[config.mk]
export PLATFORM = sky130hd
export DESIGN_NAME = mem_arbiter_rr_flat
export DESIGN_NICKNAME = d
export VERILOG_FILES = /design/src/rtl/mem_arbiter_rr_if.sv /design/src/rtl/mem_arbiter_rr.sv /design/src/flat_wrapper.sv
export SDC_FILE = /design/constraint.sdc
export NUM_CORES = 2
export LEC_CHECK = 0
export ABC_AREA = 1
export ABC_CLOCK_PERIOD_IN_PS = 3350
export CAP_MARGIN = 40
export CORE_AREA = 2 2 711 713
export DETAILED_ROUTE_END_ITERATION = 12
export DIE_AREA = 0 0 713 715
export GPL_TIMING_DRIVEN = 1
export HOLD_SLACK_MARGIN = 0.15
export PLACE_DENSITY = 0.4
export RECOVER_POWER = 50
export SYNTH_ARGS = -nofsm -noshare
export SYNTH_HDL_FRONTEND = slang
export SYNTH_SLANG_ARGS = --single-unit
[constraint.sdc]
create_clock -name clk -period 3.35 [get_ports clk]
set_input_delay 0.335 -clock clk [delete_from_list [all_inputs] [get_ports clk]]
set_output_delay 0.335 -clock clk [all_outputs]
set_load 0.01 [all_outputs]
[src/rtl/mem_arbiter_rr_if.sv]
// Sysbus channel between the arbiter (master) and memory (slave).
// Request words go out with a tag; response beats come back tagged.
interface mem_arbiter_rr_if #(
  parameter int DATA_WIDTH = 64,
  parameter int TAG_WIDTH  = 13
);
  logic                  reqcyc;
  logic                  reqack;
  logic [DATA_WIDTH-1:0] req;
  logic [TAG_WIDTH-1:0]  reqtag;
  logic                  respcyc;
  logic                  respack;
  logic [DATA_WIDTH-1:0] resp;
  logic [TAG_WIDTH-1:0]  resptag;

  modport master (
    output reqcyc, req, reqtag, respack,
    input  reqack, respcyc, resp, resptag
  );

  modport slave (
    input  reqcyc, req, reqtag, respack,
    output reqack, respcyc, resp, resptag
  );
endinterface

[src/rtl/mem_arbiter_rr.sv]
// Round-robin line arbiter: N read/write clients onto one tagged Sysbus.
// One transaction in flight; the line buffer serves both directions.
module mem_arbiter_rr #(
  parameter int         NUM_CLIENTS = 2,
  parameter int         DATA_WIDTH  = 64,
  parameter int         ADDR_WIDTH  = 64,
  parameter int         LINE_BYTES  = 64,
  parameter int         TAG_WIDTH   = 13,
  parameter logic       READ_CODE   = 1'b1,
  parameter logic       WRITE_CODE  = 1'b0,
  parameter logic [3:0] MEMORY_KIND = 4'h1
) (
  input  logic                                clk,
  input  logic                                reset,
  input  logic [NUM_CLIENTS-1:0]              cli_req,
  input  logic [NUM_CLIENTS-1:0]              cli_we,
  input  logic [NUM_CLIENTS*ADDR_WIDTH-1:0]   cli_addr,
  input  logic [NUM_CLIENTS*LINE_BYTES*8-1:0] cli_wdata,
  output logic [NUM_CLIENTS-1:0]              cli_grant,
  output logic [NUM_CLIENTS-1:0]              cli_done,
  output logic [LINE_BYTES*8-1:0]             cli_rdata,
  mem_arbiter_rr_if.master                    bus,
  output logic                                err_sticky
);
  localparam int LINE_BITS = LINE_BYTES * 8;
  localparam int BEATS     = LINE_BITS / DATA_WIDTH;
  localparam int BW        = $clog2(BEATS) + 1;
  localparam int IW        = (NUM_CLIENTS > 1) ? $clog2(NUM_CLIENTS) : 1;
  localparam logic [ADDR_WIDTH-1:0] LMASK = ADDR_WIDTH'(LINE_BYTES - 1);
  localparam logic [BW-1:0]         LAST  = BW'(BEATS - 1);

  typedef enum logic [2:0] {
    S_IDLE, S_ADDR, S_WDATA, S_RESP, S_DONE
  } state_e;

  state_e                 state_q, state_d;
  logic [IW-1:0]          last_q, last_d;
  logic [IW-1:0]          owner_q, owner_d;
  logic                   we_q, we_d;
  logic [LINE_BITS-1:0]   line_q, line_d;
  logic [BW-1:0]          beat_q, beat_d;
  logic [LINE_BITS-1:0]   rdata_q, rdata_d;
  logic [NUM_CLIENTS-1:0] grant_q, grant_d;
  logic [NUM_CLIENTS-1:0] done_q, done_d;
  logic                   reqcyc_q, reqcyc_d;
  logic [DATA_WIDTH-1:0]  req_q, req_d;
  logic [TAG_WIDTH-1:0]   tag_q, tag_d;
  logic                   err_q, err_d;

  logic [IW-1:0] win;
  logic          ack;
  logic          tag_ok;

  assign ack    = reqcyc_q & bus.reqack;
  assign tag_ok = (bus.resptag == tag_q);

  // First requester at or after last_grant+1, wrapping once.
  always_comb begin : arb
    int   idx;
    logic found;
    idx   = 0;
    found = 1'b0;
    win   = '0;
    for (int i = 0; i < NUM_CLIENTS; i++) begin
      idx = int'(last_q) + 1 + i;
      if (idx >= NUM_CLIENTS) idx = idx - NUM_CLIENTS;
      if (!found && cli_req[idx]) begin
        win   = IW'(idx);
        found = 1'b1;
      end
    end
  end

  always_comb begin
    state_d  = state_q;
    last_d   = last_q;
    owner_d  = owner_q;
    we_d     = we_q;
    line_d   = line_q;
    beat_d   = beat_q;
    rdata_d  = rdata_q;
    grant_d  = '0;
    done_d   = '0;
    reqcyc_d = reqcyc_q;
    req_d    = req_q;
    tag_d    = tag_q;
    err_d    = err_q;

    if (bus.respcyc && state_q != S_RESP) err_d = 1'b1;

    unique case (state_q)
      S_IDLE: begin
        if (|cli_req) begin
          owner_d = win;
          we_d    = cli_we[win];
          line_d  = cli_wdata[int'(win)*LINE_BITS +: LINE_BITS];
          req_d   = DATA_WIDTH'(
            cli_addr[int'(win)*ADDR_WIDTH +: ADDR_WIDTH] & ~LMASK);
          tag_d   = TAG_WIDTH'({cli_we[win] ? WRITE_CODE : READ_CODE,
                                MEMORY_KIND, 8'(win)});
          grant_d[win] = 1'b1;
          beat_d  = '0;
          state_d = S_ADDR;
        end
      end
      S_ADDR: begin
        // Grant cycle shows reqcyc low; it rises on the next cycle.
        reqcyc_d = 1'b1;
        if (ack) begin
          beat_d = '0;
          if (we_q) begin
            state_d = S_WDATA;
            req_d   = line_q[0 +: DATA_WIDTH];
          end else begin
            state_d  = S_RESP;
            reqcyc_d = 1'b0;
          end
        end
      end
      S_WDATA: begin
        if (ack) begin
          beat_d = beat_q + BW'(1);
          if (beat_q == LAST) begin
            state_d         = S_DONE;
            reqcyc_d        = 1'b0;
            done_d[owner_q] = 1'b1;
          end else begin
            req_d = line_q[int'(beat_d)*DATA_WIDTH +: DATA_WIDTH];
          end
        end
      end
      S_RESP: begin
        if (bus.respcyc) begin
          if (tag_ok) begin
            line_d[int'(beat_q)*DATA_WIDTH +: DATA_WIDTH] = bus.resp;
            beat_d = beat_q + BW'(1);
            if (beat_q == LAST) begin
              state_d         = S_DONE;
              done_d[owner_q] = 1'b1;
              rdata_d         = line_d;
            end
          end else begin
            err_d = 1'b1;
          end
        end
      end
      S_DONE: begin
        last_d  = owner_q;
        state_d = S_IDLE;
      end
      default: state_d = S_IDLE;
    endcase
  end

  always_ff @(posedge clk or negedge reset) begin
    if (!reset) begin
      state_q  <= S_IDLE;
      last_q   <= IW'(NUM_CLIENTS - 1);
      owner_q  <= '0;
      we_q     <= 1'b0;
      line_q   <= '0;
      beat_q   <= '0;
      rdata_q  <= '0;
      grant_q  <= '0;
      done_q   <= '0;
      reqcyc_q <= 1'b0;
      req_q    <= '0;
      tag_q    <= '0;
      err_q    <= 1'b0;
    end else begin
      state_q  <= state_d;
      last_q   <= last_d;
      owner_q  <= owner_d;
      we_q     <= we_d;
      line_q   <= line_d;
      beat_q   <= beat_d;
      rdata_q  <= rdata_d;
      grant_q  <= grant_d;
      done_q   <= done_d;
      reqcyc_q <= reqcyc_d;
      req_q    <= req_d;
      tag_q    <= tag_d;
      err_q    <= err_d;
    end
  end

  assign cli_grant   = grant_q;
  assign cli_done    = done_q;
  assign cli_rdata   = rdata_q;
  assign bus.reqcyc  = reqcyc_q;
  assign bus.req     = req_q;
  assign bus.reqtag  = tag_q;
  assign bus.respack = bus.respcyc;
  assign err_sticky  = err_q;
endmodule

[src/flat_wrapper.sv]
// flat-port wrapper written by rule: the top's interface ports become plain ports
module mem_arbiter_rr_flat 
#(
  parameter int         NUM_CLIENTS = 2,
  parameter int         DATA_WIDTH  = 64,
  parameter int         ADDR_WIDTH  = 64,
  parameter int         LINE_BYTES  = 64,
  parameter int         TAG_WIDTH   = 13,
  parameter logic       READ_CODE   = 1'b1,
  parameter logic       WRITE_CODE  = 1'b0,
  parameter logic [3:0] MEMORY_KIND = 4'h1
)
  (clk, reset, cli_req, cli_we, cli_addr, cli_wdata, cli_grant, cli_done, cli_rdata, err_sticky, bus_reqcyc, bus_req, bus_reqtag, bus_respack, bus_reqack, bus_respcyc, bus_resp, bus_resptag);
  mem_arbiter_rr_if #(.DATA_WIDTH(DATA_WIDTH), .TAG_WIDTH(TAG_WIDTH)) bus_i ();
  input  logic clk;
  input  logic reset;
  input  logic [NUM_CLIENTS-1:0] cli_req;
  input  logic [NUM_CLIENTS-1:0] cli_we;
  input  logic [NUM_CLIENTS*ADDR_WIDTH-1:0] cli_addr;
  input  logic [NUM_CLIENTS*LINE_BYTES*8-1:0] cli_wdata;
  output logic [NUM_CLIENTS-1:0] cli_grant;
  output logic [NUM_CLIENTS-1:0] cli_done;
  output logic [LINE_BYTES*8-1:0] cli_rdata;
  output logic err_sticky;
  output wire logic [$bits(bus_i.reqcyc)-1:0] bus_reqcyc;
  output wire logic [$bits(bus_i.req)-1:0] bus_req;
  output wire logic [$bits(bus_i.reqtag)-1:0] bus_reqtag;
  output wire logic [$bits(bus_i.respack)-1:0] bus_respack;
  input wire logic [$bits(bus_i.reqack)-1:0] bus_reqack;
  input wire logic [$bits(bus_i.respcyc)-1:0] bus_respcyc;
  input wire logic [$bits(bus_i.resp)-1:0] bus_resp;
  input wire logic [$bits(bus_i.resptag)-1:0] bus_resptag;
  assign bus_reqcyc = bus_i.reqcyc;
  assign bus_req = bus_i.req;
  assign bus_reqtag = bus_i.reqtag;
  assign bus_respack = bus_i.respack;
  assign bus_i.reqack = bus_reqack;
  assign bus_i.respcyc = bus_respcyc;
  assign bus_i.resp = bus_resp;
  assign bus_i.resptag = bus_resptag;
  mem_arbiter_rr #(.NUM_CLIENTS(NUM_CLIENTS), .DATA_WIDTH(DATA_WIDTH), .ADDR_WIDTH(ADDR_WIDTH), .LINE_BYTES(LINE_BYTES), .TAG_WIDTH(TAG_WIDTH), .READ_CODE(READ_CODE), .WRITE_CODE(WRITE_CODE), .MEMORY_KIND(MEMORY_KIND)) u_core (.clk(clk), .reset(reset), .cli_req(cli_req), .cli_we(cli_we), .cli_addr(cli_addr), .cli_wdata(cli_wdata), .cli_grant(cli_grant), .cli_done(cli_done), .cli_rdata(cli_rdata), .bus(bus_i), .err_sticky(err_sticky));
endmodule
# After elaboration in Yosys (flattened, before gate mapping)
# Index checks and enable logic that the tools add are counted.
# classes
n_eq_ne	15
n_mul	0
n_lt_le_gt_ge	8
reduce_logical	18
bitwise	1
shift	5
mux	59
div_mod_pow	0
addsub	6
# ops
operator	count
512-bit two-way mux	3
512-bit case mux with 2 select lines	1
1024-bit by 11-bit indexed part select with 512-bit output	1
512-bit bitwise mux	1
64-bit by 33-bit variable shift with 512-bit output, first input constant	1
512-bit by 11-bit indexed part select with 64-bit output	1
64-bit by 33-bit indexed part select with 512-bit output	1
64-bit two-way mux	5
64-bit case mux with 3 select lines	1
128-bit by 8-bit indexed part select with 64-bit output	1
32-bit by 3-bit < comparator with 1-bit output, second input constant	2
32-bit two-way mux	2
10-bit negator with 33-bit output	1
32-bit by 2-bit adder with 32-bit output, second input constant	1
32-bit by 3-bit >= comparator with 1-bit output, second input constant	1
32-bit by 3-bit subtractor with 32-bit output, second input constant	1
1-bit two-way mux	23
4-bit two-way mux	5
3-bit two-way mux	6
4-bit case mux with 4 select lines	1
13-bit == test	1
2-bit two-way mux	6
2-bit by 1-bit inequality test with 1-bit output, second input constant	6
3-bit case mux with 4 select lines	1
28 further kinds	39
# word_totals
mem_bits_rw	0
register_bits	1107
elab_cells	125
latchBits	0
romBits	0
n_memories	0

# Longest topological paths before layout
# logic_depth
word_depth	16
depth_mapped	15

# Worst setup path before layout
# OpenSTA, ideal clock, no wires.
# synth_path
path_kind	reg-to-reg
startpoint	reg u_core.beat_q[0]
endpoint	reg u_core.line_q[296]
arrival_ns	2.518
path_stages_with_launch	16
period_less_slack_ns	2.636
setup_slack_ns	0.714
t_required_ns	3.232
path_buffers	4
path_cell_list	dfrtp_1 > inv_1 > clkbuf_1 > clkbuf_1 > ha_1 > inv_1 > nand2_1 > nand2_1 > nor2_2 > buf_2 > clkbuf_1 > nand4_1 > nand2_1 > nand2_1 > nand3_1 > nand2_1
# synth_between
elab_chain_len	6
# synth_lines
element	line_no	rtl
from (decl)	mem_arbiter_rr.sv:41	logic [BW-1:0] beat_q, beat_d;
from (signal assigned)	mem_arbiter_rr.sv:176	beat_q <= beat_d;
10-bit negator with 33-bit output *	mem_arbiter_rr.sv:135	line_d[int'(beat_q)*DATA_WIDTH +: DATA_WIDTH] = bus.resp;
64-bit by 33-bit indexed part select with 512-bit output or 64-bit by 33-bit variable shift with 512-bit output (tied branches)	mem_arbiter_rr.sv:135	
512-bit bitwise mux *	mem_arbiter_rr.sv:135	
512-bit two-way mux *	mem_arbiter_rr.sv:134	if (tag_ok) begin
512-bit two-way mux *	mem_arbiter_rr.sv:133	if (bus.respcyc) begin
512-bit case mux with 2 select lines *	mem_arbiter_rr.sv:91	unique case (state_q)
to (signal assigned)	mem_arbiter_rr.sv:175	line_q <= line_d;
to (decl)	mem_arbiter_rr.sv:40	logic [LINE_BITS-1:0] line_q, line_d;
# Mark *: on every way between the ends. The rest lies on a longest branch, timed or not. The select of a mux whose other input is x is not followed.
# A chain may end at the register's enable or synchronous reset.

# Worst setup path in the final report
# layout_path
startpoint	reg u_core.state_q[2]
endpoint	reg u_core.line_q[365]
# layout_between
elab_chain_len	3
# layout_lines
element	line_no	rtl
from (decl)	mem_arbiter_rr.sv:36	state_e state_q, state_d;
from (signal assigned)	mem_arbiter_rr.sv:171	state_q <= state_d;
3-bit by 2-bit == test with 1-bit output or 3-bit zero test (tied branches)	mem_arbiter_rr.sv:91	
2-bit by 1-bit inequality test with 1-bit output (no source line) (tied with other cells)	-	
4-bit AND reduction (no source line)	-	
# Parallel ways exist; a longest one is shown, timed or not.

==> qor.txt <==
Slowest CP cell - nor2_1
Gpl congestion - 0.937
# IOs - 1833
RSZ-0062 raised after global routing - false
Synth Area in Adders - 0.0551%
CP Capture Point - u_core.line_q[365]$_DFFE_PN0P_
Xor/xnor share of the synthesized area - 0.0257%
Synth unique cells - 27
Vias in the first global route - 81343
Nets@finish - 13438
First-pass GRT wire length - 882000 um
# Max-Cap Violations - 1
Largest cells by area after synthesis - dfrtp_1, nand2_1, nand3_1, nor2_1, clkbuf_1
Outcome - finished with violations
Total vias in the final route - 86015
Port Buffers - 1810
Cell mode on critical path - nand2_1
WS Path Type - flip-flop to flip-flop
Initial antenna violation count - 405
CP startpoint kind - flip-flop
CTS buffer count - 166
Post-Layout Inst Area - 103000 sq um
Hold crit path type - input pin to flip-flop
Fin worst setup slack - 197 ps
Ordered cell list for the critical path - nor2_2, inv_2, nor2_1, inv_8, buf_12, buf_12, buf_4, nand2_1, a31oi_1, buf_4, nor2_1, nand2_1, nand2_1
Post_cts resized - 0
Critical Path Sink Type - flip-flop
Crit Path Max Fanout - 30
Fin. Hold Viols - 0
Relative slew slack - -37.7%
Synth Area in Compound Gates - 8.95%
Vias per cell - 4.49
Syn-to-layout area delta - 51.4%
Drc violations - 0
DR WL/cell - 36.6 um
Setup-failing EPs final - 0
Worst stage delay on the critical path - 550 ps
Fill count - 57187
Die height - 715 um
Final worst-path cycle share - 94.1%
Row cnt - 261
DP Area - 96800 sq um
Crit path launch - u_core.state_q[2]$_DFFE_PN0P_
Largest net degree at the start of global routing - 130
Die W - 713 um
Core footprint - 503000 sq um
Worst IR Drop VDD - 0.000980 V
Clk buf depth - 4
FMAX - 0.317 GHz
Post-Synth Simple-Gate Area - 43.7%
H-tree depth - 4
DP Worst Slack - 216 ps
Pre-antenna DRT Iters - 8
Global Route Usage Sum - 26.3%
Post-Syn Instances - 10555
Seq/Total Area, Yosys - 40.6%
Dpl hpwl - 566000 um
Ratio of cells with drive above 1 in the final layout - 6.14%
Detailed Route WL - 701000 um
Power density over the cells - 886 nW/um^2
Failing checks - capacitance limit, slew limit
Root Driver - clkbuf_16
Finished Layout Cells - 19156
Yosys warning total - 0
Post-synthesis mux area share - 0%
Clock transition at path regs - 60 ps
P_leak - 49.0 nW
Worst Reg-to-Reg Cells - 13
R2r endpoint - u_core.line_q[365]$_DFFE_PN0P_
Crit path time final - 3150 ps
Top cell type's share of synthesized area - 40.6%
R2R setup slack - 200 ps
Crit path required time - 4170 ps
Worst Skew - 108 ps
Detail Route Antenna Nets - 0
Synthesized area per cell - 6.46 sq um
Clk_lat worst skew - 960 ps
Global route overflow - 0
Synthesized area - 68200 sq um
FF-to-FF Start - u_core.state_q[2]$_DFFE_PN0P_
Iter 0 DRT Violations - 8600
Critical Path AT - 3980 ps
Yosys reg bits - 1106
Dominant cell type by area after synthesis - dfrtp_1
Max Slew Vio Count - 77
Worst-Margin Slew - 2060 ps
CTS tree - done
Starting density of the core - 13.6%
Die ar. - 510000 sq um
Placed cell count - 18657
Main combinational cell family by area after synthesis - simple AND/OR/NAND/NOR gates
CTS sink count - 1106
TNS Setup - 0 ps
==> metal layers <==
| layer | track usage [%] | vias up | part of all wire [%] |
|---|---|---|---|
| li1 | - | 38023 | - |
| met1 | 29.7 | 42578 | 37 |
| met2 | 45.3 | 4064 | 48 |
| met3 | 8.63 | 1122 | 8.9 |
| met4 | 11.4 | 228 | 5.1 |
| met5 | 0 | - | 0.20 |
==> area by class of cell <==
class	count	area, sq um	area share [%]
multi-input combinational	8326	36300	35.2
sequential	1106	27700	26.8
timing repair buffer	2354	24000	23.3
tap	6706	8390	8.13
clock buffer	245	4840	4.69
inverter	244	966	0.936
clock inverter	49	713	0.691
antenna	126	315	0.306
==> cells in the mapped netlist <==
cell          n
a21oi_1     258
a31oi_1     256
buf_1        53
buf_2       170
buf_4        13
clkbuf_1    652
clkinv_1      2
conb_1        1
dfrtp_1    1105
dfstp_2       1
ha_1          3
inv_1       238
inv_2         4
nand2_1    4643
nand3_1    1563
nand4_1     247
nor2_1      683
nor2_2        3
nor2_4        1
nor3_1       80
nor3_2        2
o211ai_1    126
o21ai_0     444
o21bai_1      3
o22ai_1       1
o2bb2ai_1     1
xor2_1        2
==> kinds of logic (layout without fill, tap and decap cells) <==
family,after synthesis,after routing
compound gates,1089,1089
flops,1106,1106
simple gates,7222,7222
xor+xnor,2,2
other cells,1,136
fa+ha+maj,3,3
buf+inv,1132,2892
==> flip-flops by register name, indices dropped and copies added (netlist names) <==
signal	flops
u_core.last_q	1
u_core.state_q	3
u_core.cli_grant	2
u_core.err_sticky	1
u_core.cli_done	2
u_core.beat_q	4
u_core.bus.req	64
u_core.we_q	1
u_core.line_q	512
u_core.cli_rdata	512
u_core.bus.reqcyc	1
u_core.bus.reqtag	3
==> what timing repair did <==
action,4_1_cts,5_1_grt
hold buffers,79,0
buffers inserted,0,0
endpoints found under the hold margin,785,0
==> report_power, final <==
group,internal (mW),switching [mW],leakage [nW],total (mW)
clock,11.0,7.87,2.71,18.8
sequential,17.1,3.99,14.5,21.1
combinational,14.2,37.2,31.8,51.4
total,42.3,49.0,49.0,91.4
==> stage by stage <==
| step | utilization (%) | hold WS [ps] | total power, mW |
|---|---|---|---|
| 2_1_floorplan | - | 39.4 | 44.3 |
| 3_3_place_gp | 19.1 | 392 | 72.6 |
| 3_5_place_dp | 19.2 | 396 | 72.9 |
| 4_1_cts | 20.5 | 150 | 92.3 |
| 5_1_grt | 20.5 | 204 | 96.0 |
| 6_report | 20.5 | 207 | 91.4 |
==> worst min path at each step <==
stage	start	cells after the start	slack, ps	end
floorplan	reset	0	40	u_core.beat_q[0]$_DFFE_PN0P_
global placement	reset	1	390	u_core.line_q[436]$_DFFE_PN0P_
CTS	cli_wdata[258]	5	150	u_core.line_q[258]$_DFFE_PN0P_
global route	cli_wdata[985]	5	200	u_core.line_q[473]$_DFFE_PN0P_
finish	cli_wdata[985]	5	210	u_core.line_q[473]$_DFFE_PN0P_
detailed placement	reset	1	400	u_core.line_q[436]$_DFFE_PN0P_
==> cell usage in the layout (no fill, tap or decap), types with 6 or more instances in the layout <==
cell type           n
clkbuf_1           59
inv_1             233
clkinv_2           20
a31oi_1           256
clkbuf_2            9
buf_16              8
bufinv_16          12
clkbuf_4            9
inv_6               7
nand2_1          4638
buf_4             294
clkdlybuf4s50_1  1526
o21ai_1             8
nor3_1             66
nand3_1          1558
clkinvlp_4          6
o211ai_1          126
diode_2           126
conb_1             10
dlygate4sd3_1     357
buf_2               6
a21oi_1           257
clkbuf_16         167
buf_12            122
dfrtp_1          1104
clkbuf_8           37
nor2_4              8
nor2_1            678
o21ai_0           436
nand4_1           247
nor3_2             14
==> critical path: cells and delay by family, from the launching register on <==
kind / cells / cell delay (ps)
AND/OR/NAND/NOR: 6 / 1210
flip-flops: 1 / 410
buffers and inverters: 6 / 1270
AO/OA/AOI/OAI: 1 / 120
Note: power is estimated with default switching activity, not from simulation.
